==> config.mk <==
export PLATFORM = sky130hd
export DESIGN_NAME = filter_decim_fifo_flat
export DESIGN_NICKNAME = d
export VERILOG_FILES = /design/src/rtl/filter_decim_pkg.sv /design/src/rtl/filter_decim_fifo_if.sv /design/src/rtl/filter_sync_fifo.sv /design/src/rtl/filter_decim_fifo.sv /design/src/flat_wrapper.sv
export SDC_FILE = /design/constraint.sdc
export NUM_CORES = 1
export LEC_CHECK = 0
export BUFFER_PORTS_ARGS = -buffer_cell sky130_fd_sc_hd__buf_2
export CAP_MARGIN = 25
export CORE_MARGIN = 3
export CORE_UTILIZATION = 25
export CTS_CLUSTER_SIZE = 12
export DETAILED_ROUTE_END_ITERATION = 12
export PLACE_DENSITY = 0.5
export SYNTH_ARGS = -nofsm -noshare
export SYNTH_HDL_FRONTEND = slang
export SYNTH_SLANG_ARGS = --single-unit
export TNS_END_PERCENT = 30
==> constraint.sdc <==
create_clock -name clk -period 4.8 [get_ports clk]
set_clock_uncertainty 0.1 [all_clocks]
set_input_delay 0.24 -clock clk [delete_from_list [all_inputs] [get_ports clk]]
set_output_delay 0.24 -clock clk [all_outputs]
set_load 0.01 [all_outputs]
==> src/rtl/filter_decim_pkg.sv <==
// filter_decim_pkg: shared widths, limits and sizing helpers for the decimating FIFO stage.
package filter_decim_pkg;
   localparam int DEF_DATA_WIDTH = 8;
   localparam int DEF_DECIM = 2;
   localparam int DEF_FIFO_DEPTH = 8;
   localparam int ACC_W = DEF_DATA_WIDTH + $clog2(DEF_DECIM);
   localparam int SHIFT = $clog2(DEF_DECIM);
   localparam int CNT_W = $clog2(DEF_FIFO_DEPTH + 1);
   localparam logic [7:0] DROP_MAX = 8'hFF;
   function automatic int shift_of(input int decim);
      return $clog2(decim);
   endfunction
   // DECIM=1 still needs a one-bit phase register
   function automatic int phase_w(input int decim);
      return decim > 1 ? $clog2(decim) : 1;
   endfunction
   function automatic int cnt_w(input int depth);
      return $clog2(depth + 1);
   endfunction
endpackage

==> src/rtl/filter_decim_fifo_if.sv <==
// filter_decim_fifo_if: sample input, control and buffered output handshake of the decimator.
interface filter_decim_fifo_if import filter_decim_pkg::*; #(
   parameter int DATA_WIDTH = DEF_DATA_WIDTH,
   parameter int FIFO_DEPTH = DEF_FIFO_DEPTH
);
   logic signed [DATA_WIDTH-1:0] sample_in;
   logic                         sample_valid;
   logic                         flush;
   logic                         clr_ovf;
   logic signed [DATA_WIDTH-1:0] out_data;
   logic                         out_valid;
   logic                         out_ready;
   logic [cnt_w(FIFO_DEPTH)-1:0] fifo_count;
   logic                         overflow;
   logic [7:0]                   drop_count;
   modport master (
      output sample_in, sample_valid, flush, clr_ovf, out_ready,
      input  out_data, out_valid, fifo_count, overflow, drop_count
   );
   modport slave (
      input  sample_in, sample_valid, flush, clr_ovf, out_ready,
      output out_data, out_valid, fifo_count, overflow, drop_count
   );
endinterface

==> src/rtl/filter_sync_fifo.sv <==
// filter_sync_fifo: first-word-fall-through FIFO with wrap-bit pointers, sticky overflow
// and a saturating drop counter.
module filter_sync_fifo import filter_decim_pkg::*; #(
   parameter int WIDTH = 8,
   parameter int DEPTH = 8
) (
   input  logic                         clk,
   input  logic                         rst,
   input  logic                         push,
   input  logic [WIDTH-1:0]             push_data,
   input  logic                         pop,
   input  logic                         flush,
   input  logic                         clr_ovf,
   output logic                         full,
   output logic                         empty,
   output logic [$clog2(DEPTH+1)-1:0]   count,
   output logic [WIDTH-1:0]             head_data,
   output logic                         overflow,
   output logic [7:0]                   drop_count
);
   localparam int AW = $clog2(DEPTH);
   logic [AW:0]      r_wr, r_rd;
   logic [WIDTH-1:0] r_mem [DEPTH];
   logic             r_ovf;
   logic [7:0]       r_drops;
   logic             w_pop, w_wr, w_drop;
   assign full       = (r_wr[AW] != r_rd[AW]) && (r_wr[AW-1:0] == r_rd[AW-1:0]);
   assign empty      = r_wr == r_rd;
   assign w_pop      = pop && !empty && !flush;
   // a full FIFO still accepts a push when the head leaves in the same cycle
   assign w_wr       = push && !flush && (!full || w_pop);
   assign w_drop     = push && !flush && full && !w_pop;
   assign count      = r_wr - r_rd;
   assign head_data  = empty ? '0 : r_mem[r_rd[AW-1:0]];
   assign overflow   = r_ovf;
   assign drop_count = r_drops;
   always_ff @(posedge clk or negedge rst) begin
      if (!rst) begin
         r_wr    <= '0;
         r_rd    <= '0;
         r_ovf   <= 1'b0;
         r_drops <= '0;
      end else begin
         if (flush) begin
            r_wr <= '0;
            r_rd <= '0;
         end else begin
            if (w_wr) r_wr <= r_wr + (AW+1)'(1);
            if (w_pop) r_rd <= r_rd + (AW+1)'(1);
         end
         if (w_drop) begin
            r_ovf   <= 1'b1;
            r_drops <= clr_ovf ? 8'd1 : (r_drops == DROP_MAX ? DROP_MAX : r_drops + 8'd1);
         end else if (clr_ovf) begin
            r_ovf   <= 1'b0;
            r_drops <= '0;
         end
      end
   end
   always_ff @(posedge clk) begin
      if (w_wr) r_mem[r_wr[AW-1:0]] <= push_data;
   end
endmodule

==> src/rtl/filter_decim_fifo.sv <==
// filter_decim_fifo: averages groups of DECIM signed samples (floor division) and
// queues the results for a valid/ready consumer.
module filter_decim_fifo import filter_decim_pkg::*; #(
   parameter int DATA_WIDTH = DEF_DATA_WIDTH,
   parameter int DECIM      = DEF_DECIM,
   parameter int FIFO_DEPTH = DEF_FIFO_DEPTH
) (
   input logic                 clk,
   input logic                 rst,
   filter_decim_fifo_if.slave  bus
);
   localparam int SH  = shift_of(DECIM);
   localparam int A_W = DATA_WIDTH + SH;
   localparam int P_W = phase_w(DECIM);
   logic signed [A_W-1:0]  r_acc, w_sum;
   logic [P_W-1:0]         r_ph;
   logic [DATA_WIDTH-1:0]  w_res;
   logic                   w_last, w_push, w_empty;
   assign w_last = r_ph == P_W'(DECIM - 1);
   assign w_sum  = r_acc + A_W'(bus.sample_in);
   assign w_res  = DATA_WIDTH'(w_sum >>> SH);
   assign w_push = bus.sample_valid && w_last && !bus.flush;
   always_ff @(posedge clk or negedge rst) begin
      if (!rst) begin
         r_acc <= '0;
         r_ph  <= '0;
      end else if (bus.flush) begin
         r_acc <= '0;
         r_ph  <= '0;
      end else if (bus.sample_valid) begin
         r_acc <= w_last ? '0 : w_sum;
         r_ph  <= w_last ? '0 : r_ph + P_W'(1);
      end
   end
   filter_sync_fifo #(.WIDTH(DATA_WIDTH), .DEPTH(FIFO_DEPTH)) u_fifo (
      .clk        (clk),
      .rst        (rst),
      .push       (w_push),
      .push_data  (w_res),
      .pop        (bus.out_ready),
      .flush      (bus.flush),
      .clr_ovf    (bus.clr_ovf),
      .full       (),
      .empty      (w_empty),
      .count      (bus.fifo_count),
      .head_data  (bus.out_data),
      .overflow   (bus.overflow),
      .drop_count (bus.drop_count)
   );
   assign bus.out_valid = !w_empty;
endmodule

==> src/flat_wrapper.sv <==
// flat-port wrapper written by rule: the top's interface ports become plain ports
module filter_decim_fifo_flat import filter_decim_pkg::*;
#(
   parameter int DATA_WIDTH = DEF_DATA_WIDTH,
   parameter int DECIM      = DEF_DECIM,
   parameter int FIFO_DEPTH = DEF_FIFO_DEPTH
)
  (clk, rst, bus_sample_in, bus_sample_valid, bus_flush, bus_clr_ovf, bus_out_ready, bus_out_data, bus_out_valid, bus_fifo_count, bus_overflow, bus_drop_count);
  filter_decim_fifo_if #(.DATA_WIDTH(DATA_WIDTH), .FIFO_DEPTH(FIFO_DEPTH)) bus_i ();
  input logic clk;
  input logic rst;
  input wire logic [$bits(bus_i.sample_in)-1:0] bus_sample_in;
  input wire logic [$bits(bus_i.sample_valid)-1:0] bus_sample_valid;
  input wire logic [$bits(bus_i.flush)-1:0] bus_flush;
  input wire logic [$bits(bus_i.clr_ovf)-1:0] bus_clr_ovf;
  input wire logic [$bits(bus_i.out_ready)-1:0] bus_out_ready;
  output wire logic [$bits(bus_i.out_data)-1:0] bus_out_data;
  output wire logic [$bits(bus_i.out_valid)-1:0] bus_out_valid;
  output wire logic [$bits(bus_i.fifo_count)-1:0] bus_fifo_count;
  output wire logic [$bits(bus_i.overflow)-1:0] bus_overflow;
  output wire logic [$bits(bus_i.drop_count)-1:0] bus_drop_count;
  assign bus_i.sample_in = bus_sample_in;
  assign bus_i.sample_valid = bus_sample_valid;
  assign bus_i.flush = bus_flush;
  assign bus_i.clr_ovf = bus_clr_ovf;
  assign bus_i.out_ready = bus_out_ready;
  assign bus_out_data = bus_i.out_data;
  assign bus_out_valid = bus_i.out_valid;
  assign bus_fifo_count = bus_i.fifo_count;
  assign bus_overflow = bus_i.overflow;
  assign bus_drop_count = bus_i.drop_count;
  filter_decim_fifo #(.DATA_WIDTH(DATA_WIDTH), .DECIM(DECIM), .FIFO_DEPTH(FIFO_DEPTH)) u_core (.clk(clk), .rst(rst), .bus(bus_i));
endmodule
# --- Word level (Yosys, flattened, before mapping) ---
# Memory sizes are Yosys's and may differ from the RTL's.
# Index checks and enable logic that the tools add are counted.
word_totals:
  mem_count: 1
  ff_bits: 27
  ram_bits: 64
  in_bits: 14
  elab_cells: 54
  out_inout_bits: 22
op_classes:
  n_eq_ne: 4
  addsub: 6
  reduce_logical: 18
  muxes: 19
memory_table:
  columns: ["memory", "words", "width", "rd", "rd_ports_with_merged_regs", "write_ports", "line", "source"]
  rows:
  - ["u_core.u_fifo.r_mem", 8, 8, 1, 0, 1, "filter_sync_fifo.sv:23", "logic [WIDTH-1:0] r_mem [DEPTH];"]
op_table:
  columns: ["op", "n"]
  rows:
  - ["$mux W8", 5]
  - ["$mux W9", 3]
  - ["$mux W4", 4]
  - ["$add A9 B8 Y9", 1]
  - ["$logic_and A1 B1 Y1", 9]
  - ["$add A4 B1 Y4 const B", 2]
  - ["$add A8 B1 Y8 const B", 1]
  - ["$eq A8 B8 Y1 const B", 1]
  - ["$reduce_bool A2 Y1", 4]
  - ["$mux W1", 7]
  - ["$eq A4 B4 Y1", 1]
  - ["$logic_not A1 Y1", 4]
  - ["$sub A4 B4 Y4", 1]
  - ["$eq A3 B3 Y1", 1]
  - ["$add A1 B1 Y1 const B", 1]
  - ["$logic_or A1 B1 Y1", 1]
  - ["$ne A1 B1 Y1", 1]

# --- Longest topological paths before layout ---
# Gate-level depths: netlist of the first run.
depth:
  word_depth: 8
  depth_mapped: 10

# --- Modules after synthesis ---
# Synthesis of the first run repeated with hierarchy kept, for this count alone.
unflattened:
  cells_unflattened: 319
  hier_area_um2: 4360.4
modules_own_cells:
  columns: ["module", "area_each_um2", "n_inst", "cells_each"]
  rows:
  - ["filter_sync_fifo", 3510.9, 1, 229]
  - ["filter_decim_fifo", 849.6, 1, 90]

# --- Worst setup path after synthesis of the first run ---
# Ideal clock, no wire load.
synth_timing:
  path_kind: "reg2reg"
  start: "reg u_core.u_fifo.r_rd[1]"
  end: "mem u_core.u_fifo.r_mem[0][0] (enable)"
  required_ns: 4.317
  n_path_buf: 2
  slack_ns: 1.910
  arrival_ns: 2.407
  path_stages_with_launch: 9
  path_cell_list: "dfrtp_1 > clkbuf_1 > buf_2 > inv_1 > ha_1 > nand3_1 > o31a_4 > nand2_1 > nor3_1"
synth_between:
  elab_chain_cells: 8
  word_cells_on_any_way: 11
  cone_classes: "eq/ne (2); mux (2); reduce/logical (7)"
synth_lines:
  columns: ["element", "line", "source"]
  rows:
  - ["start, declared", "filter_sync_fifo.sv:22", "logic [AW:0] r_wr, r_rd;"]
  - ["start signal, assigned", "filter_sync_fifo.sv:49", "if (w_pop) r_rd <= r_rd + (AW+1)'(1);"]
  - ["$eq A4 B4 Y1", "filter_sync_fifo.sv:28", "assign empty = r_wr == r_rd;"]
  - ["$logic_not A1 Y1", "filter_sync_fifo.sv:29", "assign w_pop = pop && !empty && !flush;"]
  - ["$logic_and A1 B1 Y1 (2 in a row)", "filter_sync_fifo.sv:29", null]
  - ["$logic_or A1 B1 Y1 *", "filter_sync_fifo.sv:31", "assign w_wr = push && !flush && (!full || w_pop);"]
  - ["$logic_and A1 B1 Y1 *", "filter_sync_fifo.sv:31", null]
  - ["$mux W1 *", "filter_sync_fifo.sv:61", "if (w_wr) r_mem[r_wr[AW-1:0]] <= push_data;"]
  - ["$mux W1 (implied by the code) *", "filter_sync_fifo.sv:61", null]
  - ["end, declared", "filter_sync_fifo.sv:23", null]
# Every way passes the cells marked *; elsewhere a longest branch is shown, timed or not.

# --- Final worst setup path of the first run ---
layout_timing:
  start: "reg u_core.u_fifo.r_rd[2]"
  end: "mem u_core.u_fifo.r_mem[4][7] (enable)"
# The elaborated chain is that of the path after synthesis.

==> impl_metrics.py, run 1 <==
metrics = {
    "status": {
        "outcome": "finished clean",
    },
    "yosys": {
        "synth_commonest_cells": "edfxtp_1 (64), dfrtp_1 (27), nand2_1 (25), a21oi_1 (24), nor2_1 (22)",
        "synthesis.area_um2": 4310,
        "synthCells": 314,
        "syn_nets": 344,
        "ys_top_cells_by_area": "edfxtp_1 (45%), dfrtp_1 (16%), mux4_2 (8.4%), ha_1 (4.1%), a21oi_1 (2.8%)",
        "postSynthAreaPerCell_um2": 13.7,
        "ys_seq_area_share_pct": 60.3,
        "yosys_warnings": 0,
        "yosysTopAreaCell": "edfxtp_1",
        "synth_edf_count": 64,
        "synth_top_cell_area_share_pct": 44.6,
        "ys_types": 49,
        "synthMostInstantiatedCell": "edfxtp_1",
        "synthArstFlopShare_pct": 29.7,
        "ys_seq_elements": 91,
        "ys.flop_type": "edfxtp_1",
    },
    "placement": {
        "io_buffers": 35,
        "hpwl_um": 6630,
        "gp_congestion": 0.794,
        "place_ws_ps": 1780,
        "place_area_um2": 4710,
    },
    "worst_setup_path": {
        "worstSetupPathType": "register to register",
        "ff2ff_setup_slack_ps": 2050,
        "reg2reg_from": "u_core.u_fifo.r_rd[2]$_DFFE_PN0P_",
        "path_max_fanout": 10,
        "crit_path_start_kind": "register",
        "rr_worst_depth": 6,
        "slowest_delay_ps": 640,
        "critPathRequiredTime_ps": 4670,
        "end_kind": "register",
        "arrival_ps": 2630,
        "crit_slowest_cell": "nor2_1",
        "crit_chain": "inv_2, ha_1, nand3_1, o31a_4, nand2_1, nor2_1",
        "rr_endpoint": "u_core.u_fifo.r_mem[4][7]$_DFFE_PP_",
    },
    "sta": {
        "holdWs_ps": 70.1,
        "finalCritPeriodShare_pct": 57.3,
        "finalSetupTns_ps": 0,
        "relSlewSlack_pct": 40.1,
        "setup_slack_ps": 2050,
        "worstMarginPinSlew_ps": 891,
        "setup_viol_count_final": 0,
        "rsz0062_at_grt": "no",
        "finalHoldViolations": 0,
        "fmax_mhz": 363,
        "slew_violations": 0,
        "post-route-min-period_ps": 2750,
    },
    "global_route": {
        "antenna_found_initial": 0,
        "grt_pass1_vias": 2610,
        "grt_pass1_wl_um": 14600,
        "grtUsageTotal_pct": 10.5,
        "grt-ovfl-total": 0,
        "grt_start_max_net_pins": 28,
    },
    "detailed_routing": {
        "via_per_inst": 4.55,
        "drt-total-wl_um": 9250,
        "highest_layer": "met4",
        "m1WireLength_um": 4500,
        "avgRoutedWirePerCell_um": 16.0,
        "dr_wl_met3_um": 323,
        "drc": 0,
        "ant_nets": 0,
        "drtIter0Drc": 217,
        "routed-wl-met2_um": 4270,
        "first_pass_iters": 4,
        "vias": 2632,
    },
    "clock_tree": {
        "clkSlewWorstSetupHoldPaths_ps": 60,
        "cts-buffers-inserted": 9,
        "postCtsResizedCells": 0,
        "clock_sinks": 91,
        "cts_tree": "built",
        "ctsHtreeMaxLevel": 3,
        "clock_latency_ps": 340,
        "cts_buffer_depth": 2,
        "cts_root_buf": "clkbuf_16",
    },
    "cells_and_area": {
        "nets": 383,
        "area_growth_pct": 16.9,
        "drive_gt1_share_pct": 22.1,
        "final_area_um2": 5030,
        "diodes": 0,
    },
    "power": {
        "powerDensity_nw_per_um2": 383,
        "ir_drop_uv": 169,
        "leakage_nw": 1.96,
    },
    "die": {
        "pin_count": 36,
        "core_area_um2": 16700,
        "die_h_um": 137,
        "start_util_pct": 25.8,
        "die_x_um": 137,
        "die-area_um2": 18800,
        "num_rows": 47,
    },
    "worst_hold_path": {
        "min_path_cells": 2,
        "whs_endpoint": "u_core.u_fifo.drop_count[4]$_DFFE_PN0P_",
        "worst_hold_path_type": "primary input to register",
        "min_from": "bus_clr_ovf",
    },
    "flow_run": {
        "drv_cap": 0,
    },
}
[per-stage QoR]
stage / util (%) / cells / power (mW)
CTS: 30.1 / 576 / 1.96
detailed placement: 28.2 / 559 / 1.24
finish: 30.1 / 578 / 1.93
floorplan: - / 314 / 1.13
global placement: 28.2 / 559 / 1.23
global route: 30.1 / 578 / 2.02
[kinds of logic after synthesis]
logic type                 synth area share, %
xor gates and xnor gates                  2.82
DFF                                       60.3
adders and majority gates                 5.00
and+or+nand+nor                           11.5
AOI/OAI and AO/OA                         8.75
buffers and inverters                     2.56
muxes                                     9.07
[worst max-delay path by stage]
stage	startpoint	end	slack [ps]	cells after the start
floorplan	u_core.u_fifo.r_rd[1]$_DFFE_PN0P_	u_core.u_fifo.r_mem[0][0]$_DFFE_PP_	1910	8
global placement	u_core.u_fifo.r_rd[2]$_DFFE_PN0P_	u_core.u_fifo.r_mem[0][5]$_DFFE_PP_	1990	6
detailed placement	u_core.u_fifo.r_rd[2]$_DFFE_PN0P_	u_core.u_fifo.r_mem[0][5]$_DFFE_PP_	1780	6
CTS	u_core.u_fifo.r_rd[2]$_DFFE_PN0P_	u_core.u_fifo.r_mem[0][2]$_DFFE_PP_	1790	6
global route	u_core.u_fifo.r_rd[2]$_DFFE_PN0P_	u_core.u_fifo.r_mem[4][2]$_DFFE_PP_	1840	6
finish	u_core.u_fifo.r_rd[2]$_DFFE_PN0P_	u_core.u_fifo.r_mem[4][7]$_DFFE_PP_	2050	6
[where the power goes]
group / leakage, nW / internal [mW] / total, mW / switching, mW
clock: 0.137 / 0.409 / 0.716 / 0.307
sequential: 0.945 / 0.896 / 0.905 / 0.00932
combinational: 0.874 / 0.117 / 0.306 / 0.189
[per-layer routing]
layer  vias up  global-route usage [%]
met5         -                       0
met4         0                    4.32
met3        11                    2.81
met2        43                    16.0
met1      1321                    14.2
li1       1257                       -
[registers in the layout (all words and copies together), names as in the netlist]
signal	cells
u_core.u_fifo.r_rd	4
u_core.u_fifo.drop_count	8
u_core.r_acc	9
u_core.u_fifo.r_mem	64
u_core.u_fifo.overflow	1
u_core.u_fifo.r_wr	4
u_core.r_ph	1
[area by class of cell]
class                           instances  area, um2
Timing Repair Buffer                   40        213
Inverter                               13       48.8
Clock buffer                           10        229
Clock inverter                          6       72.6
Multi-Input combinational cell        198       1600
Tap cell                              220        275
Fill cell                            1717      11700
Sequential cell                        91       2600
[critical path: cells and delay by family, from the launching register on]
kind | cells | cell delay [ps]
AOI/OAI and AO/OA | 1 | 200
adders and majority gates | 1 | 350
buffers and inverters | 1 | 180
DFF | 1 | 540
and+or+nand+nor | 3 | 1000
[cell usage in the layout (no fill, tap or decap), drive strengths merged, types with 2 or more instances in the layout]
master,n
buf,38
nor3,7
edfxtp,64
fa,2
clkbuf,11
xnor2,7
inv,15
mux4,16
a21oi,24
mux2i,3
and3,5
nand2,26
clkinvlp,3
nand2b,6
nor2,23
nand4,2
ha,14
xor2,6
nand3,6
a31oi,3
o21ai,5
a21o,8
nor2b,8
dfrtp,27
a211oi,4
or3,2
a22o,3
a311oi,3
[what timing repair did]
| action | 4_1_cts | 5_1_grt |
|---|---|---|
| endpoints found under the setup margin | 0 | 0 |
| endpoints found under the hold margin | 27 | 0 |
| buffers inserted | 0 | 0 |
| hold buffers | 1 | 0 |
No activity file was read; power rests on OpenSTA's default activity.
==> run 2: changes to the inputs <==
==> constraint.sdc (replaced) <==
create_clock -name clk -period 2.8 [get_ports clk]
set_clock_uncertainty 0.1 [all_clocks]
set_input_delay 0.14 -clock clk [delete_from_list [all_inputs] [get_ports clk]]
set_output_delay 0.14 -clock clk [all_outputs]
set_load 0.01 [all_outputs]
==> run 2 against run 1 <==
  * Wire length rose by 2.0%
  * Non-clock buffer count is 9 higher
  * Critical endpoint is now u_core.u_fifo.r_mem[7][7]$_DFFE_PP_
  * Critical path depth unchanged
  * Global-route usage up 0.17 points
  * Sequential power increased by 71%
  * Sequential share of layout area shrank 0.71 points
  * Via count down 0.23%
  * Largest power group unchanged
  * Worst setup slack lost 1700 ps
==> impl_metrics.py, run 2 (synthesized netlist as in run 1, its figures left out) <==
metrics = {
    "status": {
        "outcome": "finished clean",
    },
    "power": {
        "ir_drop_uv": 275,
        "p_clk_share_pct": 36.1,
        "netSwitchingPower_mw": 0.856,
        "internal-power_mw": 2.40,
        "seq_power_share_pct": 47.6,
        "total_power_mw": 3.26,
        "leakage_nw": 2.01,
        "combPwrFrac_pct": 16.3,
        "powerDensity_nw_per_um2": 638,
        "switching_share_pct": 26.3,
    },
    "clock_tree": {
        "ctsHtreeMaxLevel": 3,
        "clkSlewWorstSetupHoldPaths_ps": 70,
        "cts-buffers-inserted": 9,
        "post_cts_buffers": 0,
        "postCtsResizedCells": 0,
        "cts_root_buf": "clkbuf_16",
        "cts_buffer_depth": 2,
        "cts_tree": "built",
        "clock_latency_ps": 340,
        "clock_sinks": 91,
        "hold_buffers": 2,
    },
    "cells_and_area": {
        "layout_common_cells": "edfxtp_1 (64), buf_2 (35), dfrtp_1 (27)",
        "final_common_cell": "edfxtp_1",
        "area_growth_pct": 18.5,
        "diodes": 0,
        "fillCellCount": 1720,
        "final_area_um2": 5100,
        "nets": 392,
        "drive_gt1_share_pct": 24.3,
        "largest_register_ffs": 64,
    },
    "worst_setup_path": {
        "crit_chain": "ha_1, a21o_1, a2111oi_2, mux2i_1, nand2_1, xor2_1",
        "critPathTopFamily": "compound AO/OA/AOI/OAI gates",
        "critical_path_buf_inv_count": 0,
        "worstSetupPathType": "register to register",
        "slowest_delay_ps": 420,
        "critPathRequiredTime_ps": 2780,
        "path_max_fanout": 8,
        "end_kind": "register",
        "crit_path_start_kind": "register",
        "crit_slowest_cell": "xor2_1",
        "arrival_ps": 2400,
    },
    "detailed_routing": {
        "via_per_inst": 4.47,
        "drt-total-wl_um": 9440,
        "vias": 2626,
        "first_pass_iters": 4,
        "avgRoutedWirePerCell_um": 16.1,
        "ant_nets": 0,
        "drtIter0Drc": 198,
        "drc": 0,
    },
    "global_route": {
        "grtUsageTotal_pct": 10.7,
        "grt-ovfl-total": 0,
        "grt_pass1_vias": 2693,
        "antenna_found_initial": 0,
        "grt_pass1_wl_um": 15000,
        "grt_start_max_net_pins": 28,
    },
    "sta": {
        "setup_slack_ps": 376,
        "slew_violations": 0,
        "relSlewSlack_pct": 42.4,
        "worstMarginPinSlew_ps": 858,
        "finalHoldViolations": 0,
        "post-route-min-period_ps": 2420,
        "rsz0062_at_grt": "no",
        "finalCritPeriodShare_pct": 86.6,
        "setup_viol_count_final": 0,
        "fmax_mhz": 413,
    },
    "placement": {
        "io_buffers": 35,
        "gp_congestion": 0.739,
        "place_ws_ps": 366,
        "hpwl_um": 6460,
        "place_area_um2": 4790,
    },
    "flow_run": {
        "drv_cap": 0,
    },
    "die": {
        "die_x_um": 137,
        "die-area_um2": 18800,
        "start_util_pct": 25.8,
        "core_area_um2": 16700,
        "die_h_um": 137,
        "num_rows": 47,
        "pin_count": 36,
    },
    "worst_hold_path": {
        "worst_hold_path_type": "primary input to register",
    },
}
-- run 2: cell types whose count changed in the layout (fill, tap and decap cells not counted) --
cell	change
clkbuf_4	-1
dlygate4sd3_1	+1
buf_2	-1
nor3_1	-1
inv_6	+2
bufinv_16	-1
nor3_2	+1
buf_4	+10
clkinvlp_4	-1
inv_8	-1
clkbuf_1	-1
clkbuf_8	+2
-- run 2: cell type report --
cell class | count | area, um2 | area share (%)
well taps | 220 | 275 | 5.39
repair buffers | 49 | 285 | 5.59
clock buffers | 11 | 253 | 4.95
clock inverters | 5 | 41.3 | 0.809
inverters | 13 | 48.8 | 0.956
multi-input cells | 198 | 1600 | 31.4
flip-flops and latches | 91 | 2600 | 50.9
-- run 2: power groups by stage --
stage	clock [mW]	combinational, mW	sequential (mW)
finish	1.18	0.529	1.55
global route	1.28	0.594	1.55
CTS	1.22	0.545	1.55
detailed placement	0	0.541	1.58
global placement	0	0.527	1.58
floorplan	0	0.361	1.57
-- run 2: final timing paths --
kind                                               startpoint                             endpoint  slack [ps]  cells past startpoint
max                               u_core.r_acc[5]$_DFFE_PN0P_  u_core.u_fifo.r_mem[7][7]$_DFFE_PP_         380                      6
min                                          bus_sample_valid          u_core.r_acc[0]$_DFFE_PN0P_          90                      3
max reg2reg                       u_core.r_acc[5]$_DFFE_PN0P_  u_core.u_fifo.r_mem[7][7]$_DFFE_PP_         380                      6
min reg2reg                u_core.u_fifo.overflow$_DFFE_PN0P_   u_core.u_fifo.overflow$_DFFE_PN0P_         390                      1
max in group asynchronous                                 rst    u_core.u_fifo.r_rd[2]$_DFFE_PN0P_        1890                      2
min in group asynchronous                                 rst          u_core.r_acc[4]$_DFFE_PN0P_         270                      2
-- run 2: layer usage --
metal / up-vias / global-route usage, % / routed length, um
li1: 1272 / - / -
met1: 1298 / 14.4 / 4450
met2: 49 / 16.7 / 4510
met3: 7 / 3.18 / 402
met4: 0 / 2.99 / 73
met5: - / 0 / 0
-- run 2: worst reg2reg max path: stages (launching register included) --
cell,delay [ps]
dfrtp_1,390
ha_1,380
a21o_1,210
a2111oi_2,360
mux2i_1,190
nand2_1,110
xor2_1,420
-- run 2: stage by stage --
stage / setup TNS [ps] / instances / hold WS [ps] / utilization (%)
global route: 0 / 587 / 88.6 / 30.6
finish: 0 / 587 / 85.3 / 30.6
detailed placement: 0 / 569 / 125 / 28.7
global placement: 0 / 569 / 125 / 28.7
CTS: 0 / 587 / 68.8 / 30.6
floorplan: -500 / 314 / -256 / -
